--- config.mk ---
export PLATFORM = sky130hd
export DESIGN_NAME = multicycle_control_unit
export DESIGN_NICKNAME = d
export VERILOG_FILES = /design/src/rtl/rv_ctrl_pkg.sv /design/src/rtl/rv_decode.sv /design/src/rtl/multicycle_control_unit.sv
export SDC_FILE = /design/constraint.sdc
export NUM_CORES = 1
export LEC_CHECK = 0
export BUFFER_PORTS_ARGS = -buffer_cell sky130_fd_sc_hd__buf_4
export CORE_MARGIN = 1
export CORE_UTILIZATION = 35
export CTS_BUF_LIST = sky130_fd_sc_hd__clkbuf_8
export CTS_CLUSTER_DIAMETER = 60
export DETAILED_ROUTE_END_ITERATION = 16
export MAX_ROUTING_LAYER = met4
export PLACE_DENSITY_LB_ADDON = 0.12
export SLEW_MARGIN = 30
export SYNTH_ARGS = -nofsm -noshare
export SYNTH_HDL_FRONTEND = slang
export SYNTH_SLANG_ARGS = --single-unit
--- constraint.sdc ---
create_clock -name clk -period 5.7 [get_ports clk]
set_clock_uncertainty 0.2 [all_clocks]
set_input_delay 0.855 -clock clk [delete_from_list [all_inputs] [get_ports clk]]
set_output_delay 0.855 -clock clk [all_outputs]
set_load 0.01 [all_outputs]
--- src/rtl/rv_ctrl_pkg.sv ---
// Shared encodings for the multi-cycle RV32I controller: opcodes, FSM states,
// instruction classes and the select/trap encodings driven onto the datapath.
package rv_ctrl_pkg;

  localparam logic [6:0] OPC_R       = 7'b0110011;
  localparam logic [6:0] OPC_I_ARITH = 7'b0010011;
  localparam logic [6:0] OPC_LOAD    = 7'b0000011;
  localparam logic [6:0] OPC_STORE   = 7'b0100011;
  localparam logic [6:0] OPC_BRANCH  = 7'b1100011;
  localparam logic [6:0] OPC_JAL     = 7'b1101111;
  localparam logic [6:0] OPC_JALR    = 7'b1100111;
  localparam logic [6:0] OPC_LUI     = 7'b0110111;
  localparam logic [6:0] OPC_AUIPC   = 7'b0010111;

  typedef enum logic [2:0] {
    RESET_IDLE,
    FETCH,
    DECODE,
    EXEC,
    MEM,
    WB,
    TRAP
  } state_e;

  typedef enum logic [3:0] {
    CLS_R,
    CLS_I_ARITH,
    CLS_LOAD,
    CLS_STORE,
    CLS_BRANCH,
    CLS_JAL,
    CLS_JALR,
    CLS_LUI,
    CLS_AUIPC,
    CLS_NONE
  } instClass_e;

  localparam logic [2:0] IMM_I = 3'd0;
  localparam logic [2:0] IMM_S = 3'd1;
  localparam logic [2:0] IMM_B = 3'd2;
  localparam logic [2:0] IMM_U = 3'd3;
  localparam logic [2:0] IMM_J = 3'd4;

  localparam logic [1:0] WB_MEM = 2'd0;
  localparam logic [1:0] WB_ALU = 2'd1;
  localparam logic [1:0] WB_PC4 = 2'd2;
  localparam logic [1:0] WB_IMM = 2'd3;

  localparam logic [1:0] CAUSE_NONE       = 2'd0;
  localparam logic [1:0] CAUSE_ILLEGAL    = 2'd1;
  localparam logic [1:0] CAUSE_FETCH_TOUT = 2'd2;
  localparam logic [1:0] CAUSE_DATA_TOUT  = 2'd3;

  // funct3[2] picks the less-than compare over equality; funct3[0] inverts it.
  function automatic logic branchTaken(input logic [2:0] funct3,
                                       input logic       brEq,
                                       input logic       brLt);
    return (funct3[2] ? brLt : brEq) ^ funct3[0];
  endfunction

endpackage

--- src/rtl/rv_decode.sv ---
// Combinational RV32I decoder: classifies the instruction register contents,
// flags illegal encodings and produces the immediate format and ALU operation.
module rv_decode
  import rv_ctrl_pkg::*;
(
  input  logic [31:0] i_inst,
  output instClass_e  o_class,
  output logic        o_illegal,
  output logic [2:0]  o_immSel,
  output logic [3:0]  o_aluSel
);

  logic [6:0] w_opcode;
  logic [2:0] w_funct3;
  logic [6:0] w_funct7;
  logic       w_unusedFields;

  assign w_opcode       = i_inst[6:0];
  assign w_funct3       = i_inst[14:12];
  assign w_funct7       = i_inst[31:25];
  assign w_unusedFields = ^{i_inst[24:15], i_inst[11:7]};

  always_comb begin
    o_class   = CLS_NONE;
    o_illegal = 1'b1;
    o_immSel  = IMM_I;
    o_aluSel  = 4'b0000;
    case (w_opcode)
      OPC_R: begin
        o_class   = CLS_R;
        // The alternate funct7 only exists for SUB and SRA.
        o_illegal = !((w_funct7 == 7'b0000000) ||
                      ((w_funct7 == 7'b0100000) &&
                       ((w_funct3 == 3'b000) || (w_funct3 == 3'b101))));
        o_aluSel  = {i_inst[30], w_funct3};
      end
      OPC_I_ARITH: begin
        o_class   = CLS_I_ARITH;
        o_illegal = 1'b0;
        o_aluSel  = (w_funct3 == 3'b101) ? {i_inst[30], w_funct3} : {1'b0, w_funct3};
      end
      OPC_LOAD: begin
        o_class   = CLS_LOAD;
        o_illegal = (w_funct3 == 3'b011) || (w_funct3 == 3'b110) || (w_funct3 == 3'b111);
      end
      OPC_STORE: begin
        o_class   = CLS_STORE;
        o_illegal = (w_funct3 > 3'b010);
        o_immSel  = IMM_S;
      end
      OPC_BRANCH: begin
        o_class   = CLS_BRANCH;
        o_illegal = (w_funct3[2:1] == 2'b01);
        o_immSel  = IMM_B;
      end
      OPC_JAL: begin
        o_class   = CLS_JAL;
        o_illegal = 1'b0;
        o_immSel  = IMM_J;
      end
      OPC_JALR: begin
        o_class   = CLS_JALR;
        o_illegal = 1'b0;
      end
      OPC_LUI: begin
        o_class   = CLS_LUI;
        o_illegal = 1'b0;
        o_immSel  = IMM_U;
      end
      OPC_AUIPC: begin
        o_class   = CLS_AUIPC;
        o_illegal = 1'b0;
        o_immSel  = IMM_U;
      end
      default: begin
        o_class   = CLS_NONE;
        o_illegal = 1'b1;
      end
    endcase
  end

endmodule

--- src/rtl/multicycle_control_unit.sv ---
// Multi-cycle RV32I controller: sequences fetch/decode/execute/memory/write-back
// over a shared datapath and a handshaked memory port with a bounded wait.
module multicycle_control_unit
  import rv_ctrl_pkg::*;
#(
  parameter int XLEN        = 32,
  parameter int MEM_TIMEOUT = 15
) (
  input  logic            clk,
  input  logic            rst_n,
  input  logic [XLEN-1:0] inst,
  input  logic            BrEq,
  input  logic            BrLt,
  input  logic            mem_ack,
  output logic            mem_req,
  output logic            IRWEn,
  output logic            PCWEn,
  output logic            PCSel,
  output logic            RegWEn,
  output logic            BrUn,
  output logic            ASel,
  output logic            BSel,
  output logic            MemRW,
  output logic [1:0]      WBSel,
  output logic [1:0]      WSel,
  output logic [2:0]      RSel,
  output logic [2:0]      ImmSel,
  output logic [3:0]      ALUSel,
  output logic            trap,
  output logic [1:0]      trap_cause
);

  localparam int CW = $clog2(MEM_TIMEOUT + 1);

  state_e     r_state;
  state_e     w_nextState;
  logic [CW-1:0] r_waitCount;
  logic [1:0] r_trapCause;
  logic [1:0] w_trapCauseNext;

  instClass_e w_class;
  logic       w_illegal;
  logic [2:0] w_immSel;
  logic [3:0] w_aluSel;
  logic [2:0] w_funct3;
  logic       w_decoded;
  logic       w_waiting;
  logic       w_timeoutHit;
  logic       w_unusedInst;

  rv_decode u_decode (
    .i_inst    (inst[31:0]),
    .o_class   (w_class),
    .o_illegal (w_illegal),
    .o_immSel  (w_immSel),
    .o_aluSel  (w_aluSel)
  );

  assign w_funct3     = inst[14:12];
  assign w_unusedInst = ^inst;
  assign w_decoded    = r_state inside {DECODE, EXEC, MEM, WB};
  assign w_waiting    = (r_state == FETCH) || (r_state == MEM);
  assign w_timeoutHit = (r_waitCount == CW'(MEM_TIMEOUT));

  always_ff @(posedge clk or negedge rst_n) begin
    if (!rst_n) begin
      r_state <= RESET_IDLE;
    end else begin
      r_state <= w_nextState;
    end
  end

  // Any state change restarts the wait count, so each FETCH/MEM entry starts at zero.
  always_ff @(posedge clk or negedge rst_n) begin
    if (!rst_n) begin
      r_waitCount <= '0;
    end else if ((w_nextState != r_state) || !w_waiting) begin
      r_waitCount <= '0;
    end else begin
      r_waitCount <= r_waitCount + CW'(1);
    end
  end

  always_ff @(posedge clk or negedge rst_n) begin
    if (!rst_n) begin
      r_trapCause <= CAUSE_NONE;
    end else if ((r_state != TRAP) && (w_nextState == TRAP)) begin
      r_trapCause <= w_trapCauseNext;
    end
  end

  always_comb begin
    w_nextState     = r_state;
    w_trapCauseNext = CAUSE_NONE;
    mem_req         = 1'b0;
    IRWEn           = 1'b0;
    PCWEn           = 1'b0;
    PCSel           = 1'b0;
    RegWEn          = 1'b0;
    BrUn            = 1'b0;
    ASel            = 1'b0;
    BSel            = 1'b0;
    MemRW           = 1'b0;
    WBSel           = WB_MEM;
    WSel            = 2'b00;
    RSel            = 3'b000;
    ImmSel          = IMM_I;
    ALUSel          = 4'b0000;

    // Datapath selects follow the decoded instruction from DECODE through WB.
    if (w_decoded) begin
      ImmSel = w_immSel;
      ALUSel = w_aluSel;
      ASel   = (w_class == CLS_BRANCH) || (w_class == CLS_JAL) || (w_class == CLS_AUIPC);
      BSel   = (w_class != CLS_R);
      BrUn   = (w_class == CLS_BRANCH) && w_funct3[1];
      case (w_class)
        CLS_LOAD:          WBSel = WB_MEM;
        CLS_JAL, CLS_JALR: WBSel = WB_PC4;
        CLS_LUI:           WBSel = WB_IMM;
        default:           WBSel = WB_ALU;
      endcase
    end

    case (r_state)
      RESET_IDLE: begin
        w_nextState = FETCH;
      end
      FETCH: begin
        mem_req = 1'b1;
        if (mem_ack) begin
          IRWEn       = 1'b1;
          w_nextState = DECODE;
        end else if (w_timeoutHit) begin
          w_nextState     = TRAP;
          w_trapCauseNext = CAUSE_FETCH_TOUT;
        end
      end
      DECODE: begin
        if (w_illegal) begin
          w_nextState     = TRAP;
          w_trapCauseNext = CAUSE_ILLEGAL;
        end else begin
          w_nextState = EXEC;
        end
      end
      EXEC: begin
        if (w_class == CLS_BRANCH) begin
          PCWEn       = 1'b1;
          PCSel       = branchTaken(w_funct3, BrEq, BrLt);
          w_nextState = FETCH;
        end else if ((w_class == CLS_LOAD) || (w_class == CLS_STORE)) begin
          w_nextState = MEM;
        end else begin
          w_nextState = WB;
        end
      end
      MEM: begin
        mem_req = 1'b1;
        MemRW   = (w_class == CLS_STORE);
        RSel    = (w_class == CLS_LOAD) ? w_funct3 : 3'b000;
        WSel    = (w_class == CLS_STORE) ? w_funct3[1:0] : 2'b00;
        if (mem_ack) begin
          if (w_class == CLS_STORE) begin
            PCWEn       = 1'b1;
            w_nextState = FETCH;
          end else begin
            w_nextState = WB;
          end
        end else if (w_timeoutHit) begin
          w_nextState     = TRAP;
          w_trapCauseNext = CAUSE_DATA_TOUT;
        end
      end
      WB: begin
        RegWEn      = 1'b1;
        PCWEn       = 1'b1;
        PCSel       = (w_class == CLS_JAL) || (w_class == CLS_JALR);
        RSel        = (w_class == CLS_LOAD) ? w_funct3 : 3'b000;
        w_nextState = FETCH;
      end
      TRAP: begin
        w_nextState = TRAP;
      end
      default: begin
        w_nextState = RESET_IDLE;
      end
    endcase
  end

  assign trap       = (r_state == TRAP);
  assign trap_cause = r_trapCause;

endmodule

# [Word level (Yosys, flattened, before mapping)]
# Index checks and enable logic that the tools add are counted.
[totals] regBits=9 latch_bits=0 ramBits=0 mem_bits_ro=0 out_inout_bits=26 n_memories=0
[op_classes] n_addsub=1 multipliers=0 n_div=0 order_cmp=1 eq_ne=32 shifts=0 mux=43 bitwise=1 reduce_logical=26
[ops] cell="4-bit case mux with 9 select lines" count=1
[ops] cell="7-bit by 6-bit == test with 1-bit output (second input constant)" count=4
[ops] cell="3-bit 2-to-1 mux" count=9
[ops] cell="3-bit == test (second input constant)" count=7
[ops] cell="7-bit == test (second input constant)" count=3
[ops] cell="3-bit case mux with 6 select lines" count=1
[ops] cell="4-bit by 3-bit == test with 1-bit output (second input constant)" count=4
[ops] cell="1-bit 2-to-1 mux" count=15
[ops] cell="7-bit by 5-bit == test with 1-bit output (second input constant)" count=2
[ops] cell="2-bit 2-to-1 mux" count=7
[ops] cell="4-bit 2-to-1 mux" count=3
[ops] cell="2-bit case mux with 3 select lines" count=2
[ops] cell="3-bit case mux with 4 select lines" count=1
[ops] cell="1-bit logical OR" count=10
[ops] cell="2-bit OR reduction" count=5
[ops] cell="3-bit by 2-bit == test with 1-bit output (second input constant)" count=3
[ops] cell="4-bit by 2-bit == test with 1-bit output (second input constant)" count=2
[ops] cell="4-bit == test (second input constant)" count=2
[ops] cell="4-bit case mux with 2 select lines" count=1
[ops] cell="4-bit nonzero test" count=2
[ops] cell="7-bit by 2-bit == test with 1-bit output (second input constant)" count=1
[ops] cell="7-bit zero test" count=1
[ops] cell="3-bit zero test" count=2
[ops] cell="1-bit case mux with 5 select lines" count=1
[ops] cell="other kinds (12)" count=15

# [Logic depth before layout (Yosys ltp)]
[depth] depth_word=11 ltp_mapped=6 depth_no_buf=6

# [Modules after synthesis]
# A second synthesis with hierarchy kept.
[hier_totals] cells_unflattened=159 hier_area_um2=1208.7
[modules_own_cells] mod="multicycle_control_unit" n_inst=1 cells_each=102 area_each_um2=834.6 seq_area_each_um2=225.2
[modules_own_cells] mod="rv_decode" n_inst=1 cells_each=57 area_each_um2=374.1 seq_area_each_um2=0.0

# [Least setup slack after synthesis]
# No wires, ideal clock.
[synth_timing] kind="input -> output" startpoint="input inst[3]" endpoint="output PCWEn" arrival_time_ps=1979 required_time_ps=4645 path_slack_ps=2666 path_stages=5 path_buffers=0 path_cell_list="or3_4 nor2_2 nand2_1 nor3_2 a32o_1"
[synth_via] elab_chain_len=6 word_cells_on_any_way=16 classes_between="eq/ne: 11; mux: 5"
[synth_lines] element="start, declared" line_no="multicycle_control_unit.sv:11" source="input logic [XLEN-1:0] inst,"
[synth_lines] element="7-bit by 5-bit == test with 1-bit output, or another cell as far along" line_no="rv_decode.sv:28" source="case (w_opcode)"
[synth_lines] element="4-bit case mux with 9 select lines (*)" line_no="rv_decode.sv:28"
[synth_lines] element="4-bit by 2-bit == test with 1-bit output" line_no="multicycle_control_unit.sv:164" source="if (w_class == CLS_STORE) begin"
[synth_lines] element="1-bit 2-to-1 mux" line_no="multicycle_control_unit.sv:164"
[synth_lines] element="1-bit 2-to-1 mux" line_no="multicycle_control_unit.sv:163" source="if (mem_ack) begin"
[synth_lines] element="1-bit case mux with 3 select lines (*)" line_no="multicycle_control_unit.sv:125" source="case (r_state)"
[synth_lines] element="end, declared" line_no="multicycle_control_unit.sv:17" source="output logic PCWEn,"
# Mark *: on every way between the ends. The rest lies on a longest branch, timed or not.

# [Worst setup path in the final report]
[layout_timing] startpoint="register r_state[1]" endpoint="output ALUSel[3]"
[layout_via] elab_chain_len=3 word_cells_on_any_way=6 classes_between="eq/ne: 4; mux: 1; reduce/logical: 1"
[layout_lines] element="start, declared" line_no="multicycle_control_unit.sv:35" source="state_e r_state;"
[layout_lines] element="start signal, assigned" line_no="multicycle_control_unit.sv:69" source="r_state <= w_nextState;"
[layout_lines] element="3-bit by 2-bit == test with 1-bit output or 3-bit == test (tied branches)" line_no="multicycle_control_unit.sv:61" source="assign w_decoded = r_state inside {DECODE, EXEC, MEM, WB};"
[layout_lines] element="4-bit nonzero test (*)" line_no="multicycle_control_unit.sv:61"
[layout_lines] element="4-bit 2-to-1 mux (*)" line_no="multicycle_control_unit.sv:111" source="if (w_decoded) begin"
[layout_lines] element="end, declared" line_no="multicycle_control_unit.sv:28" source="output logic [3:0] ALUSel,"
# Marked as above.

==> results.sh <==
export IMPL_status="completed"
export IMPL_synth_largest_area_cell="dfrtp_1"
export IMPL_slowest_stage="dfrtp_1"
export IMPL_dp_worst_setup_slack_ns=2.470
export IMPL_ys_warn_count=0
export IMPL_p_sw_mw=0.1898
export IMPL_regToRegSetupSlack_ns=3.89
export IMPL_hold_ws_ns=0.2352
export IMPL_worstMarginPinSlew_ns=0.4111
export IMPL_place_congestion=0.8705
export IMPL_io_buffers=47
export IMPL_fin_util_pct=53.50
export IMPL_drt_first_pass_iters=4
export IMPL_routedWlPerCell_microns=13.30
export IMPL_r2r_end="trap_cause[1]$_DFFE_PN0P_"
export IMPL_grt_overflow=0
export IMPL_rsz0062_at_grt="false"
export IMPL_synth_cell_area_sq_um=929.6
export IMPL_grt_usage_pct=20.83
export IMPL_grt_pass1_wl_mm=4.229
export IMPL_placed_area_sq_um=1292
export IMPL_fin_crit_ns=3.241
export IMPL_synth_area_leaders="dfrtp_1, nor2_1, and3_1"
export IMPL_criticalPathCategory="register to output port"
export IMPL_nets=207
export IMPL_synth_top_area_share_pct=24.23
export IMPL_drc=0
export IMPL_tns_ns=0
export IMPL_grt_max_degree=12
export IMPL_power_mw=0.4412
export IMPL_setup_slack_ns=2.459
export IMPL_io_pin_count=63
export IMPL_ir_drop_mv=0.2187
export IMPL_dr_total_vias=1092
export IMPL_cts_setup_buffers=0
export IMPL_relSlewSlack_pct=72.46
export IMPL_antenna_found_initial=0
export IMPL_finalNonFillerCells=197
export IMPL_syn2layout_area_growth_pct=43.88
export IMPL_htreeDepth=1
export IMPL_hpwl_mm=2.062
export IMPL_drv_cap=0
export IMPL_root_buffer="clkbuf_8"
export IMPL_crit_family="flip-flops"
export IMPL_synth_area_per_cell_sq_um=7.558
export IMPL_power_density_nw_per_um2=329.8
export IMPL_drt_iter0_markers=21
export IMPL_min_period_over_period_pct=56.86
export IMPL_clk_pin_slew_ns=0.04
export IMPL_worstSetupEndpointType="output port"
export IMPL_start_util_pct=37.19
export IMPL_setup_viol=0
export IMPL_hold_buffers=0
export IMPL_slew_violations=0
export IMPL_cp_cell_sequence="clkinv_1, ha_1, nor3_1, o211a_1, buf_4"
export IMPL_timing_fmax_mhz=308.5
export IMPL_synth_seq_area_share_pct=24.23
export IMPL_syn_nets=162
export IMPL_synth_seq_cells=9
export IMPL_r2r_start="r_state[1]$_DFF_PN0_"
export IMPL_n_antenna_cell=0
export IMPL_chipHeight_microns=53.54
export IMPL_clock_sinks=9
export IMPL_wl_mm=2.620
export IMPL_place_inst=193
export IMPL_combPwrFrac_pct=56.6
export IMPL_p_sw_share_pct=43.01
export IMPL_hp_class="primary input to asynchronous set/reset pin"
export IMPL_die_w_microns=53.54
export IMPL_clk_latency_ns=0.23
export IMPL_p_clk_share_pct=16.2
export IMPL_intPower_mw=0.2514
export IMPL_critPathRequiredTime_ns=4.64
export IMPL_p_seq_share_pct=27.2
export IMPL_start_kind="register"
export IMPL_dieArea_sq_um=2866
export IMPL_rows=18
export IMPL_grt_pass1_vias=990
export IMPL_arrival_ns=2.19
export IMPL_hold_viol_final=0
export IMPL_cts_made_buffers=3
export IMPL_drive_above_1_share_pct=34.73
export IMPL_critPathMaxFanout=10
export IMPL_avgViaCountPerCell=5.543
export IMPL_netlist_instances=123
export IMPL_cts_tree="built"
export IMPL_cts_resized_gates=0
export IMPL_antenna_left=0
export IMPL_postLayoutCellArea_sq_um=1338
export IMPL_yosys_cell_types_count=43
export IMPL_clockBufferDepth=2
export IMPL_path_buf_inv=2
export IMPL_fp_coreArea_sq_um=2500
export IMPL_r2r_cells=4
export IMPL_slowest_delay_ns=0.49
export IMPL_power_leakage_nw=0.6497
[state kept, by name, indices dropped and copies added (netlist names)]
name         count
r_state          3
r_waitCount      4
trap_cause       2
[logic make-up (layout without fill, tap and decap cells)]
kind of cell	Yosys count	after routing	share of synthesized area [%]
xor+xnor	4	4	3.769
flops	9	9	24.23
simple gates	68	68	41.86
compound gates	29	29	22.21
mux	1	1	1.077
buf+inv	10	54	4.172
fa+ha+maj	2	2	2.691
[synth_stat cells]
cell	count
xnor2_1	1
nor4b_1	1
a32o_1	1
o31ai_1	1
o211a_1	1
or4_4	1
a211o_1	2
nand4_1	1
nor3_1	7
mux2i_1	1
a21o_1	1
or2_1	1
a31oi_1	4
o2111ai_2	1
nand2b_1	2
dfrtp_1	9
clkinv_1	1
and2_1	6
nor2_2	1
nand3b_1	2
xor2_1	3
nor2b_1	3
o21ai_0	2
inv_1	2
or3_4	1
and3b_1	2
o2bb2ai_2	1
nor3_2	1
nand2_1	7
nor4_1	2
a21oi_1	9
ha_1	2
o22ai_1	3
nand3_1	5
nor3b_1	1
o21ai_2	1
clkbuf_1	6
and3_1	8
nor2_1	15
o21bai_1	1
a41oi_1	1
nor4b_2	1
buf_2	1
[layer usage]
| metal | global-route usage (%) | vias to the layer above | wire, microns |
|---|---|---|---|
| met4 | 6.140 | 0 | 31 |
| met2 | 33.33 | 48 | 1215 |
| met1 | 26.38 | 494 | 1190 |
| li1 | - | 545 | - |
| met3 | 4.237 | 5 | 182 |
| met5 | - | - | 0 |
[power by group through the flow]
stage	clock network, mW	logic, mW	registers (mW)
2_1_floorplan	0	0.174	0.0999
3_3_place_gp	0	0.246	0.119
3_5_place_dp	0	0.249	0.121
4_1_cts	0.0744	0.251	0.119
5_1_grt	0.0784	0.279	0.123
6_report	0.0714	0.250	0.120
[worst max path at each step]
stage | start | endpoint | slack [ns] | cells after the start
floorplan | inst[3] | PCWEn | 2.67 | 5
global placement | inst[3] | PCWEn | 2.48 | 7
detailed placement | inst[3] | PCWEn | 2.47 | 7
CTS | inst[3] | PCWEn | 2.47 | 7
global route | r_state[1]$_DFF_PN0_ | ALUSel[3] | 2.31 | 5
finish | r_state[1]$_DFF_PN0_ | ALUSel[3] | 2.46 | 5
[worst reg2reg max path, cell delays in order (launching register included)]
cell and delay, ns:
dfrtp_1 0.49, clkinv_1 0.29, nor3_1 0.42, o21ai_2 0.14
o2bb2ai_2 0.14
[layout by cell type (no fill, tap or decap), drive strengths merged]
master    n
a211o     2
a21o      1
a21oi     9
a31oi     4
a32o      1
a41oi     1
and2      6
and3      8
and3b     2
buf      47
clkbuf    3
clkinv    1
dfrtp     9
ha        2
inv       3
mux2i     1
nand2     7
nand2b    2
nand3     5
nand3b    2
nand4     1
nor2     16
nor2b     3
nor3      8
nor3b     1
nor4      2
nor4b     2
o2111ai   1
o211a     1
o21ai     3
o21bai    1
o22ai     3
o2bb2ai   1
o31ai     1
or2       1
or3       1
or4       1
xnor2     1
xor2      3
[layout make-up]
class	count	area [sq um]
Clock inverter	1	3.754
Multi-Input combinational cell	104	665.6
Sequential cell	9	225.2
Inverter	3	11.26
Tap cell	30	37.54
Clock buffer	3	41.29
Timing Repair Buffer	47	352.8
Fill cell	240	1162
Power figures use the tool's default switching activity.
